==> src/rtl/irq_latch_ctrl.sv <==
// irq_latch_ctrl: sequential front end for an external 8-to-3 priority encoder.
// Rising edges on the request lines are latched into a pending register, gated
// by a per-line enable register, and handed to the encoder. The encoder's
// result is presented to a consumer one index at a time over a valid/ack
// handshake. The served pending bit is cleared on acknowledge.
module irq_latch_ctrl #(
  parameter int N = 8
) (
  input  logic         clk,
  input  logic         rst,
  input  logic [N-1:0] irq,
  input  logic         en_we,
  input  logic [N-1:0] en_in,
  output logic [N-1:0] pend_x,
  input  logic [2:0]   enc_y,
  input  logic         enc_f,
  output logic         int_valid,
  output logic [2:0]   int_id,
  input  logic         int_ack,
  output logic [N-1:0] pending
);

  typedef enum logic [0:0] {
    IDLE    = 1'b0,
    PRESENT = 1'b1
  } state_t;

  state_t       state;
  logic [N-1:0] irq_q;
  logic [N-1:0] enable;
  logic [N-1:0] rise;
  logic [N-1:0] ack_clr;

  // Rising-edge detect and one-hot clear of the index being acknowledged.
  // The ack only has an effect while a presentation is in progress.
  always_comb begin
    rise = irq & ~irq_q;
    if ((state == PRESENT) && int_ack) begin
      ack_clr = {{(N-1){1'b0}}, 1'b1} << int_id;
    end else begin
      ack_clr = {N{1'b0}};
    end
  end

  // The encoder input depends only on registers, so no loop runs through
  // the encoder.
  assign pend_x = pending & enable;

  // Request history, pending and enable registers. A new edge is ORed in
  // after the clear, so it wins when it hits the line being acknowledged.
  always_ff @(posedge clk) begin
    if (rst) begin
      irq_q   <= {N{1'b0}};
      pending <= {N{1'b0}};
      enable  <= {N{1'b1}};
    end else begin
      irq_q   <= irq;
      pending <= (pending & ~ack_clr) | rise;
      if (en_we) begin
        enable <= en_in;
      end else begin
        enable <= enable;
      end
    end
  end

  // Handshake FSM with registered valid and id. The FSM samples the encoder
  // only in IDLE, so a presentation cannot be pre-empted or withdrawn.
  always_ff @(posedge clk) begin
    if (rst) begin
      state     <= IDLE;
      int_valid <= 1'b0;
      int_id    <= 3'd0;
    end else begin
      case (state)
        IDLE: begin
          if (enc_f) begin
            int_id    <= enc_y;
            int_valid <= 1'b1;
            state     <= PRESENT;
          end else begin
            int_valid <= 1'b0;
            state     <= IDLE;
          end
        end
        PRESENT: begin
          if (int_ack) begin
            int_valid <= 1'b0;
            state     <= IDLE;
          end else begin
            int_valid <= 1'b1;
            state     <= PRESENT;
          end
        end
        default: begin
          int_valid <= 1'b0;
          int_id    <= 3'd0;
          state     <= IDLE;
        end
      endcase
    end
  end

endmodule

==> config.mk <==
export PLATFORM = sky130hd
export DESIGN_NAME = irq_latch_ctrl
export DESIGN_NICKNAME = d
export VERILOG_FILES = /design/src/rtl/irq_latch_ctrl.sv
export SDC_FILE = /design/constraint.sdc
export NUM_CORES = 1
export LEC_CHECK = 0
export ABC_AREA = 1
export BUFFER_PORTS_ARGS = -buffer_cell sky130_fd_sc_hd__buf_2
export CORE_MARGIN = 3
export CORE_UTILIZATION = 43
export CTS_CLUSTER_SIZE = 10
export DETAILED_ROUTE_END_ITERATION = 12
export MAX_ROUTING_LAYER = met4
export PLACE_DENSITY = 0.74
export SYNTH_ARGS = -nofsm -noshare
export SYNTH_HDL_FRONTEND = slang
export SYNTH_SLANG_ARGS = --single-unit
==> constraint.sdc <==
create_clock -name clk -period 0.8 [get_ports clk]
set_input_delay 0.04 -clock clk [delete_from_list [all_inputs] [get_ports clk]]
set_output_delay 0.04 -clock clk [all_outputs]
set_load 0.02 [all_outputs]
[Word-level counts from Yosys, hierarchy flattened]
Cells that the tools add are included.
Storage, ports and cells
  logic and storage cells: 19
  register bits: 28
  output and inout bits: 20
  bits of input ports: 24
Operators by class
  mux-type cells: 4
  bitwise gates (word level): 7
  shift operators: 1
  reduce and logical (&&, ||, !) cells: 2
Operators with widths (number)
  AND 8 bit: 3
  NOT 8 bit: 2
  2-to-1 mux 8 bit: 1
  bitwise OR 8 bit: 1
  << shifter 1 x 3 -> 8 bit (first input constant): 1
  2-to-1 mux 1 bit: 2
  case mux 1 bit (2 select lines): 1
  AND reduction 2 bit: 1
  logical AND 1 bit: 1
  NOT 1 bit: 1

[Depth between registers and ports, before layout]
  word-level depth: 5
  mapped depth: 5
  gate-level depth less buffers: 5

[Worst setup path before layout]
No wires, ideal clock.
  path kind: reg2reg
  from: register state
  to: register pending[0]
  required time: 0.688 ns
  setup time: 0.112 ns
  setup slack: -0.188 ns
  clock period less this slack: 0.988 ns
  buffers on the path: 0
  arrival time: 0.876 ns
  stages on the path, launching flop included: 6
  cell sequence: dfxtp_1 > nand2_1 > nor2_2 > nand2_1 > nand2_1 > nand2_1
On the way
  longest elaborated chain between the ends: 5
RTL lines
  start, declared: line 28  | state_t state;
  start signal, assigned: line 71  | state <= IDLE;
  start signal, assigned: line 80  | state <= PRESENT;
  start signal, assigned: line 83  | state <= IDLE;
  logical AND 1 bit: line 38  | if ((state == PRESENT) && int_ack) begin
  2-to-1 mux 8 bit: line 38
  NOT 8 bit: line 58  | pending <= (pending & ~ack_clr) | rise;
  AND 8 bit: line 58
  bitwise OR 8 bit: line 58
  end signal, assigned: line 54  | pending <= {N{1'b0}};
  end signal, assigned: line 58
  end, declared: line 20  | output logic [N-1:0] pending
No other way between the ends.
A chain may end at the register's enable or synchronous reset.

[Worst setup path after layout]
  from: register pending[5]
  to: output pend_x[5]
On the way
  longest elaborated chain between the ends: 1
RTL lines
  AND 8 bit: line 47  | assign pend_x = pending & enable;
  end, declared: line 14  | output logic [N-1:0] pend_x,
No other way between the ends.

==> flow_metrics.py <==
metrics = {
    "run_status": {
        "outcome": "finished with violations",
        "violations": "setup timing",
    },
    "worst_setup_path": {
        "path_max_fanout": 3,
        "ff2ff_setup_slack_ns": -0.11,
        "critPathLaunchType": "register",
        "timing.setup.critical_path_class": "reg -> out",
        "critPathCaptureType": "primary output",
        "worst-endpoint-arrival_ns": 0.92,
        "worst_ep_required_time_ns": 0.76,
    },
    "global_routing": {
        "grt_use_total": 0.1795,
        "grt_max_degree": 16,
        "grt.overflow.total": 0,
        "wire_length_of_the_first_global_routing_pass_um": 4692,
        "vias_in_the_first_global_route": 1145,
        "antenna_found_initial": 0,
    },
    "sta": {
        "fin_skew_ns": 0.002854,
        "slew_headroom": 0.8265,
        "finalCriticalPeriod_ns": 0.9621,
        "timing.hold.ws_ns": 0.04649,
        "fmax_ghz": 1.039,
        "setup_repair_after_global_routing_missed_its_margin": "yes",
        "layout_setup_ws_ns": -0.1621,
        "setup-tns-final_ns": -3.024,
        "timing.final.crit_share": 1.203,
        "slew_viol_final": 0,
        "slew_at_the_pin_with_the_worst_max_slew_slack_ns": 0.2603,
        "report.final.setup_viol": 29,
        "finalHoldViolCount": 0,
    },
    "routing": {
        "post_drt_wl_per_cell_um": 10.48,
        "vias_per_cell": 4.308,
        "final_antenna_net_count": 0,
        "dr.pass1.iters": 4,
        "drc": 0,
        "detailroute.via_count": 1189,
        "drtIter0Drc": 63,
        "routed_wire_length_um": 2892,
    },
    "synthesis": {
        "netlist_area_um2": 1189,
        "yosys.area_share.simple": 0.3411,
        "synth-seq-cells": 28,
        "netlist_instances": 171,
        "synth_area_leaders": "sky130_fd_sc_hd__dfxtp_1 (47%), sky130_fd_sc_hd__nand2_1 (18%), sky130_fd_sc_hd__inv_1 (12%)",
        "sequential_cell_area_fraction_in_the_yosys_report": 0.4716,
        "total_number_of_yosys_warnings": 0,
        "dominant_combinational_cell_family_by_area_after_synthesis": "simple AND/OR/NAND/NOR gates",
        "avgSynthCellArea_um2": 6.951,
        "yosys.area_share.adder": 0,
        "postSynthNetCount": 195,
        "yosys-mux-area-fraction": 0,
        "library_cell_with_the_largest_summed_area_after_synthesis": "sky130_fd_sc_hd__dfxtp_1",
        "synth-xor-area-share": 0,
        "synth_top_area_frac": 0.4716,
        "synth-compound-area-share": 0.02105,
        "synthDistinctLibCells": 15,
    },
    "die": {
        "start_util": 0.4671,
        "total_die_area_um2": 3431,
        "core_area_um2": 2545,
        "io-pin-count": 44,
        "placementRows": 18,
        "dieHeight_um": 58.58,
        "dieWidth_um": 58.58,
    },
    "pwr": {
        "p_int_w": 0.002174,
        "net-switching-power_w": 0.0008838,
        "p_per_area_nw_per_um2": 1567,
        "power.static_leakage_nw": 1.046,
        "sw_frac": 0.2890,
        "sequential_fraction_of_design_power": 0.523,
        "clkPwrFrac": 0.184,
        "power.share.combinational": 0.293,
        "peakVddDrop_uv": 1590,
    },
    "final_layout": {
        "drive_above_1_share": 0.4187,
        "antenna-diode-count": 0,
        "layout.cells.most_common": "sky130_fd_sc_hd__nand2_1",
        "postLayoutCellArea_um2": 1952,
        "layout_common_cells": "sky130_fd_sc_hd__nand2_1 (48), sky130_fd_sc_hd__inv_1 (31), sky130_fd_sc_hd__buf_6 (27)",
        "finalNetCount": 271,
        "syn2layout_area_growth_pct": 64.21,
    },
    "place": {
        "place_congestion": 0.7490,
        "pre_cts_slack_ns": -0.05136,
        "port_buffers": 43,
        "placed_area_um2": 1461,
        "post-dp-hpwl_um": 1778,
    },
    "run": {
        "max-cap-violations": 0,
    },
    "clock_network": {
        "h_tree_level_count": 1,
        "clk_path_buf_depth": 2,
        "clock_latency_reported_for_the_late_side_of_the_worst_skew_pair_ns": 0.31,
        "clock_sink_count": 28,
        "cts_clock_pin_slew_for_the_worst_setup_and_hold_paths_ns": 0.13,
        "tritoncts.num_buffers": 3,
        "cts_root_buf": "sky130_fd_sc_hd__clkbuf_4",
        "tritoncts": "yes",
    },
    "hold_path": {
        "hold_path.class": "in -> reg",
    },
}
layer usage:
metal  global-route usage  up-vias  wire, µm
met5                    -        -         0
met4              0.04854        0        18
met3              0.02193        2       120
met2               0.3174       31      1504
met1               0.2147      521      1249
li1                     -      635         -
cell type report:
type | count | area, µm²
clock buffer | 4 | 26.28
fill | 193 | 593.1
inverter | 40 | 155.1
multi-input combinational | 99 | 489.2
sequential | 28 | 586.8
tap | 30 | 37.54
timing repair buffer | 75 | 656.9
power groups by stage:
| stage | registers [W] | clock network, W | logic, W |
|---|---|---|---|
| floorplan | 0.00167 | 0 | 0.000317 |
| global placement | 0.00160 | 0 | 0.000572 |
| detailed placement | 0.00161 | 0 | 0.000577 |
| CTS | 0.00159 | 0.000583 | 0.000827 |
| global route | 0.00161 | 0.000631 | 0.000981 |
| finish | 0.00160 | 0.000563 | 0.000896 |
path summary, 6_finish.rpt:
kind                                from                     end  cells past startpoint
setup / recovery   pending[5]$_SDFF_PP0_               pend_x[5]                      3
hold / removal                     en_we  enable[0]$_SDFFE_PP1P_                      3
setup reg to reg  int_id[2]$_SDFFE_PP0P_   pending[4]$_SDFF_PP0_                      6
hold reg to reg   enable[0]$_SDFFE_PP1P_  enable[0]$_SDFFE_PP1P_                      2
worst max-delay path, cell delays in order, from the launching register on:
cell and delay, ns:
sky130_fd_sc_hd__dfxtp_2 0.39, sky130_fd_sc_hd__nand2_2 0.06, sky130_fd_sc_hd__inv_2 0.05, sky130_fd_sc_hd__buf_6 0.10
sequential cells by signal, summed over array words and instances (netlist names):
name and cells:
int_id 3, state 1, pending 8, enable 8, irq_q 8
kinds of logic (layout without fill, tap and decap cells):
group | after synthesis | in the layout
compound gates | 5 | 5
buf+inv | 44 | 119
flops | 28 | 28
simple gates | 94 | 94
Yosys cell counts, drive strengths merged:
cell and count:
nor2 27, inv 40, a21oi 1, dfxtp 28, o21ai 4, nand3 8
nand2 59, buf 4
metrics by stage:
stage,power (W),utilization,instances
after floorplan,0.001984,-,171
after global placement,0.002176,0.5742,245
after detailed placement,0.002185,0.5742,245
after CTS,0.003001,0.7380,273
after global routing,0.003225,0.7670,276
final,0.003058,0.7670,276
what timing repair did:
action | CTS | global route
gates resized for setup | 63 | 21
setup endpoints to repair | 31 | 31
pin swaps | 14 | 8
hold buffers | 20 | 0
hold endpoints to repair | 20 | 0
cloned | 0 | 0
setup buffers | 4 | 3
No activity file was read; power rests on OpenSTA's default activity.
